$ cat src/rtl/mips_control_alu.sv
// mips_control_alu
// Combinational decode/execute core of a single-cycle MIPS datapath:
//   * main control: opcode -> datapath selects and enables
//   * ALU control:  alu_op + funct -> 4-bit ALU operation
//   * 32-bit ALU:   result + zero flag
// The only state is the sticky halted flag, set by the halt opcode (0x3F)
// and cleared only by reset.
//
// Ports
//   clk        in   1   clock; halted updates on the rising edge
//   reset      in   1   synchronous, active-high; clears halted
//   opcode     in   6   instruction[31:26]
//   funct      in   6   instruction[5:0]
//   src_a      in  32   ALU operand A
//   src_b      in  32   ALU operand B (already muxed with the immediate)
//   reg_dst    out  1   1 = write register is rd
//   jump       out  1   next PC from the jump target
//   branch     out  1   branch instruction (taken when branch & zero)
//   mem_read   out  1   data-memory read enable
//   mem_to_reg out  1   write-back from memory
//   mem_write  out  1   data-memory write enable
//   alu_src    out  1   B operand is the immediate
//   reg_write  out  1   register-file write enable
//   alu_op     out  2   ALU op class
//   operation  out  4   decoded ALU operation
//   result     out 32   ALU result
//   zero       out  1   result == 0
//   halted     out  1   registered sticky halt flag
module mips_control_alu (
  input  logic        clk,
  input  logic        reset,
  input  logic [5:0]  opcode,
  input  logic [5:0]  funct,
  input  logic [31:0] src_a,
  input  logic [31:0] src_b,
  output logic        reg_dst,
  output logic        jump,
  output logic        branch,
  output logic        mem_read,
  output logic        mem_to_reg,
  output logic        mem_write,
  output logic        alu_src,
  output logic        reg_write,
  output logic [1:0]  alu_op,
  output logic [3:0]  operation,
  output logic [31:0] result,
  output logic        zero,
  output logic        halted
);

  localparam logic [5:0] OP_RTYPE = 6'h00;
  localparam logic [5:0] OP_LW    = 6'h23;
  localparam logic [5:0] OP_SW    = 6'h2B;
  localparam logic [5:0] OP_BEQ   = 6'h04;
  localparam logic [5:0] OP_ADDI  = 6'h08;
  localparam logic [5:0] OP_J     = 6'h02;
  localparam logic [5:0] OP_HALT  = 6'h3F;

  localparam logic [3:0] ALU_AND = 4'b0000;
  localparam logic [3:0] ALU_OR  = 4'b0001;
  localparam logic [3:0] ALU_ADD = 4'b0010;
  localparam logic [3:0] ALU_SUB = 4'b0110;
  localparam logic [3:0] ALU_SLT = 4'b0111;
  localparam logic [3:0] ALU_NOR = 4'b1100;

  // Main control. Halt and unknown opcodes fall to the all-zero default.
  always_comb begin
    reg_dst    = 1'b0;
    jump       = 1'b0;
    branch     = 1'b0;
    mem_read   = 1'b0;
    mem_to_reg = 1'b0;
    mem_write  = 1'b0;
    alu_src    = 1'b0;
    reg_write  = 1'b0;
    alu_op     = 2'b00;
    case (opcode)
      OP_RTYPE: begin
        reg_dst   = 1'b1;
        reg_write = 1'b1;
        alu_op    = 2'b10;
      end
      OP_LW: begin
        alu_src    = 1'b1;
        mem_to_reg = 1'b1;
        reg_write  = 1'b1;
        mem_read   = 1'b1;
      end
      OP_SW: begin
        alu_src   = 1'b1;
        mem_write = 1'b1;
      end
      OP_BEQ: begin
        branch = 1'b1;
        alu_op = 2'b01;
      end
      OP_ADDI: begin
        alu_src   = 1'b1;
        reg_write = 1'b1;
      end
      OP_J: begin
        jump = 1'b1;
      end
      default: ;
    endcase
  end

  // ALU control. Unrecognised funct codes and alu_op=11 decode to add.
  always_comb begin
    operation = ALU_ADD;
    case (alu_op)
      2'b01: operation = ALU_SUB;
      2'b10: begin
        case (funct)
          6'h20:   operation = ALU_ADD;
          6'h22:   operation = ALU_SUB;
          6'h24:   operation = ALU_AND;
          6'h25:   operation = ALU_OR;
          6'h2A:   operation = ALU_SLT;
          6'h27:   operation = ALU_NOR;
          default: operation = ALU_ADD;
        endcase
      end
      default: operation = ALU_ADD;
    endcase
  end

  // ALU. Add/sub wrap modulo 2^32; slt compares as signed two's complement.
  always_comb begin
    result = 32'd0;
    case (operation)
      ALU_AND: result = src_a & src_b;
      ALU_OR:  result = src_a | src_b;
      ALU_ADD: result = src_a + src_b;
      ALU_SUB: result = src_a - src_b;
      ALU_SLT: result = ($signed(src_a) < $signed(src_b)) ? 32'd1 : 32'd0;
      ALU_NOR: result = ~(src_a | src_b);
      default: result = 32'd0;
    endcase
  end

  assign zero = (result == 32'd0);

  // Sticky halt flag; reset takes priority over a halt opcode on the same edge.
  logic halted_q;
  logic halted_d;

  always_comb begin
    halted_d = halted_q;
    if (opcode == OP_HALT) halted_d = 1'b1;
  end

  always_ff @(posedge clk) begin
    if (reset) halted_q <= 1'b0;
    else       halted_q <= halted_d;
  end

  assign halted = halted_q;

endmodule

$ cat config.mk
export PLATFORM = sky130hd
export DESIGN_NAME = mips_control_alu
export DESIGN_NICKNAME = d
export VERILOG_FILES = /design/src/rtl/mips_control_alu.sv
export SDC_FILE = /design/constraint.sdc
export NUM_CORES = 1
export LEC_CHECK = 0
export ABC_CLOCK_PERIOD_IN_PS = 7600
export CAP_MARGIN = 20
export CORE_MARGIN = 2
export CORE_UTILIZATION = 45
export CTS_CLUSTER_DIAMETER = 50
export DETAILED_ROUTE_END_ITERATION = 8
export HOLD_SLACK_MARGIN = 0.03
export PLACE_DENSITY = 0.82
export SLEW_MARGIN = 20
export SYNTH_ARGS = -nofsm -noshare
export SYNTH_HDL_FRONTEND = slang
export SYNTH_SLANG_ARGS = --single-unit
export TNS_END_PERCENT = 1
$ cat constraint.sdc
create_clock -name clk -period 7.6 [get_ports clk]
set_input_delay 1.52 -clock clk [delete_from_list [all_inputs] [get_ports clk]]
set_output_delay 1.52 -clock clk [all_outputs]
set_load 0.1 [all_outputs]
==> flow_metrics.tcl <==
set metrics [dict create \
    synth_seq_cells 1 \
    drt_iter0_markers 866 \
    relSlewSlack 0.322 \
    setup_violations 0 \
    synth_simple_gate_area_share 0.241 \
    ir_worst_vdd_mv 0.142 \
    end_kind "output pin" \
    syn_nets 1105 \
    ys_seq_area_frac 0.00338 \
    p_per_area_nw_per_um2 111 \
    cp.arrival_ns 5.85 \
    netlist_area_um2 5920 \
    ant_nets 0 \
    synth_top_area_share 0.226 \
    fin_crit_sh 0.970 \
    n_antenna_cell 0 \
    hpwlAfterDp_um 18500 \
    wl_per_cell_um 19.1 \
    die_h_um 119 \
    start_kind "primary input" \
    p_leak_nw 3.70 \
    synth_edf_count 0 \
    synth_compound_area_frac 0.386 \
    nets 1236 \
    vias 7697 \
    fp.dieW_um 119 \
    dieArea_um2 14100 \
    setup_tns_ns 0 \
    crit_end "zero" \
    rows 41 \
    syn_inst 918 \
    clk_pin_slew_worst_paths_ns 0 \
    rr_worst_depth 2 \
    grt_usage 0.309 \
    required_ns 6.08 \
    worst_pin_slew_ns 1.01 \
    fin_util 0.639 \
    viasPerCell 6.31 \
    initial_core_util 0.466 \
    async_flop_share 0 \
    drc 0 \
    gp_congestion 1.03 \
    grt_pass1_wl_um 36500 \
    clk_latency_ns 0 \
    power_mw 0.900 \
    yosysWarnings 0 \
    antenna_found_initial 0 \
    synth-main-ff-cell "dfxtp_1" \
    finalWirelength_um 23300 \
    drive_gt1_frac 0.127 \
    yosys-top-cells-area "ha_1 (23%), inv_1 (7.0%), a21oi_1 (6.4%), o21ai_0 (5.8%), nor2_1 (5.5%)" \
    synth.distinct_cells 74 \
    status "completed" \
    firstDrtPassIters 6 \
    skew_ns 0 \
    drv_cap 0 \
    muxShareOfSynthArea 0.0135 \
    fin_ws_ns 0.227 \
    grt_max_degree 34 \
    slew_viol_final 0 \
    whs_path_depth 2 \
    coreArea_um2 12700 \
    io_pins 126 \
    dp_slack_ns -0.0805 \
    max_freq_ghz 0.136 \
    syn_to_final_growth_pct 37.2 \
    worstReg2RegEnd "halted" \
    synthAdderAreaFrac 0.233 \
    synth_top_family_by_area "compound AO/OA/AOI/OAI gates" \
    finalCriticalPeriod_ns 7.37 \
    io_buffers 125 \
    startpoint "src_a[4]" \
    yosysTopAreaCell "ha_1" \
    hold_start "halted" \
    synth.avg_cell_area_um2 6.45 \
    synth_xor_area_frac 0.0133 \
    crit_path_max_fanout 14 \
    grt_overflow 0 \
    finalHoldViolations 0 \
    grt_pass1_vias 7134 \
    regToRegSetupSlack_ns 6.96 \
    critPathKind "primary input to output pin" \
    holdWs_ns 0.488 \
    r2r-start "halted" \
    largest_reg_flops 1 \
    hp-class "register to register" \
]
-- logic make-up (layout without fill, tap and decap cells) --
family / Yosys count / after routing
AOI/OAI and AO/OA: 334 / 334
and+or+nand+nor: 290 / 290
buffers and inverters: 167 / 296
adders and majority gates: 109 / 109
xor gates and xnor gates: 9 / 9
muxes: 8 / 8
DFF: 1 / 1
-- where the power goes --
part	switching (mW)	internal (mW)	leakage, nW
Combinational	0.575	0.320	3.69
Sequential	0.0000437	0.00543	0.00807
Clock	0	0	0
-- cell usage after synthesis, drive strengths merged (3+ instances only) --
cell type / n
or3: 6
a311oi: 4
nand2: 68
nor3: 27
and2: 4
inv: 112
a211o: 6
a2111oi: 5
a211oi: 17
a21oi: 76
buf: 10
nor3b: 3
o211ai: 17
o221ai: 5
o311a: 3
o221a: 5
o21ba: 3
and4: 3
and3: 8
or4: 5
nand3: 19
clkbuf: 45
a31oi: 10
o22ai: 4
o21ai: 72
nand4b: 4
a22oi: 8
nor2b: 13
a221o: 8
nand2b: 9
a21o: 7
or2: 3
nand4: 15
xnor2: 9
nor4: 8
mux2i: 8
o21a: 4
a222oi: 3
o2111ai: 8
a41oi: 5
o21bai: 8
o31ai: 17
ha: 107
nor2: 87
a221oi: 20
-- worst min path at each step --
| stage | endpoint | slack, ns |
|---|---|---|
| finish | halted | 0.49 |
| global route | halted | 0.52 |
| CTS | halted | 0.50 |
| detailed placement | halted | 0.50 |
| global placement | halted | 0.49 |
| floorplan | halted | 1.02 |
-- stage by stage --
stage	cell area, um^2	instances
3_3_place_gp	7990	1211
4_1_cts	8010	1212
3_5_place_dp	7990	1211
5_1_grt	8130	1219
2_1_floorplan	6070	918
6_report	8130	1219
-- critical path, stage by stage --
cell and delay, ns:
clkdlybuf4s50_1 0.51, inv_1 0.06, ha_1 0.54, nor3b_1 0.12, nor3_1 0.22, a211oi_1 0.13
buf_4 0.18, a311oi_1 0.62, o21ai_0 0.27, xnor2_1 0.17, a211o_1 0.37, nor4_1 0.38
and4_1 0.26, nand4b_1 0.15, nor2_4 0.15, buf_12 0.18
-- per-layer routing --
layer | GRT usage | vias up | share of wire
li1 | - | 3647 | -
met1 | 0.419 | 3483 | 0.41
met2 | 0.503 | 496 | 0.45
met3 | 0.0565 | 71 | 0.11
met4 | 0.0774 | 0 | 0.027
met5 | 0 | - | 0
-- cell usage in the layout, fill, tap and decap left out, drive strengths merged, types with 19 or more instances in the layout --
cell,count
nand3,19
buf,93
nor2,87
o21ai,72
a221oi,20
nand2,68
a21oi,76
nor3,27
clkdlybuf4s50,85
inv,109
ha,107
-- final cells by class --
class | count | area (um^2)
Multi-Input combinational cell | 750 | 5450
Fill cell | 1209 | 4590
Timing Repair Buffer | 184 | 2020
Inverter | 112 | 432
Tap cell | 172 | 215
Sequential cell | 1 | 20.0
-- timing repair --
action	CTS	global route
hold buffers	0	0
setup endpoints to repair	1	1
resized for setup	1	16
pin swaps	1	12
buffers inserted	1	7
(Power assumes the default switching activity.)
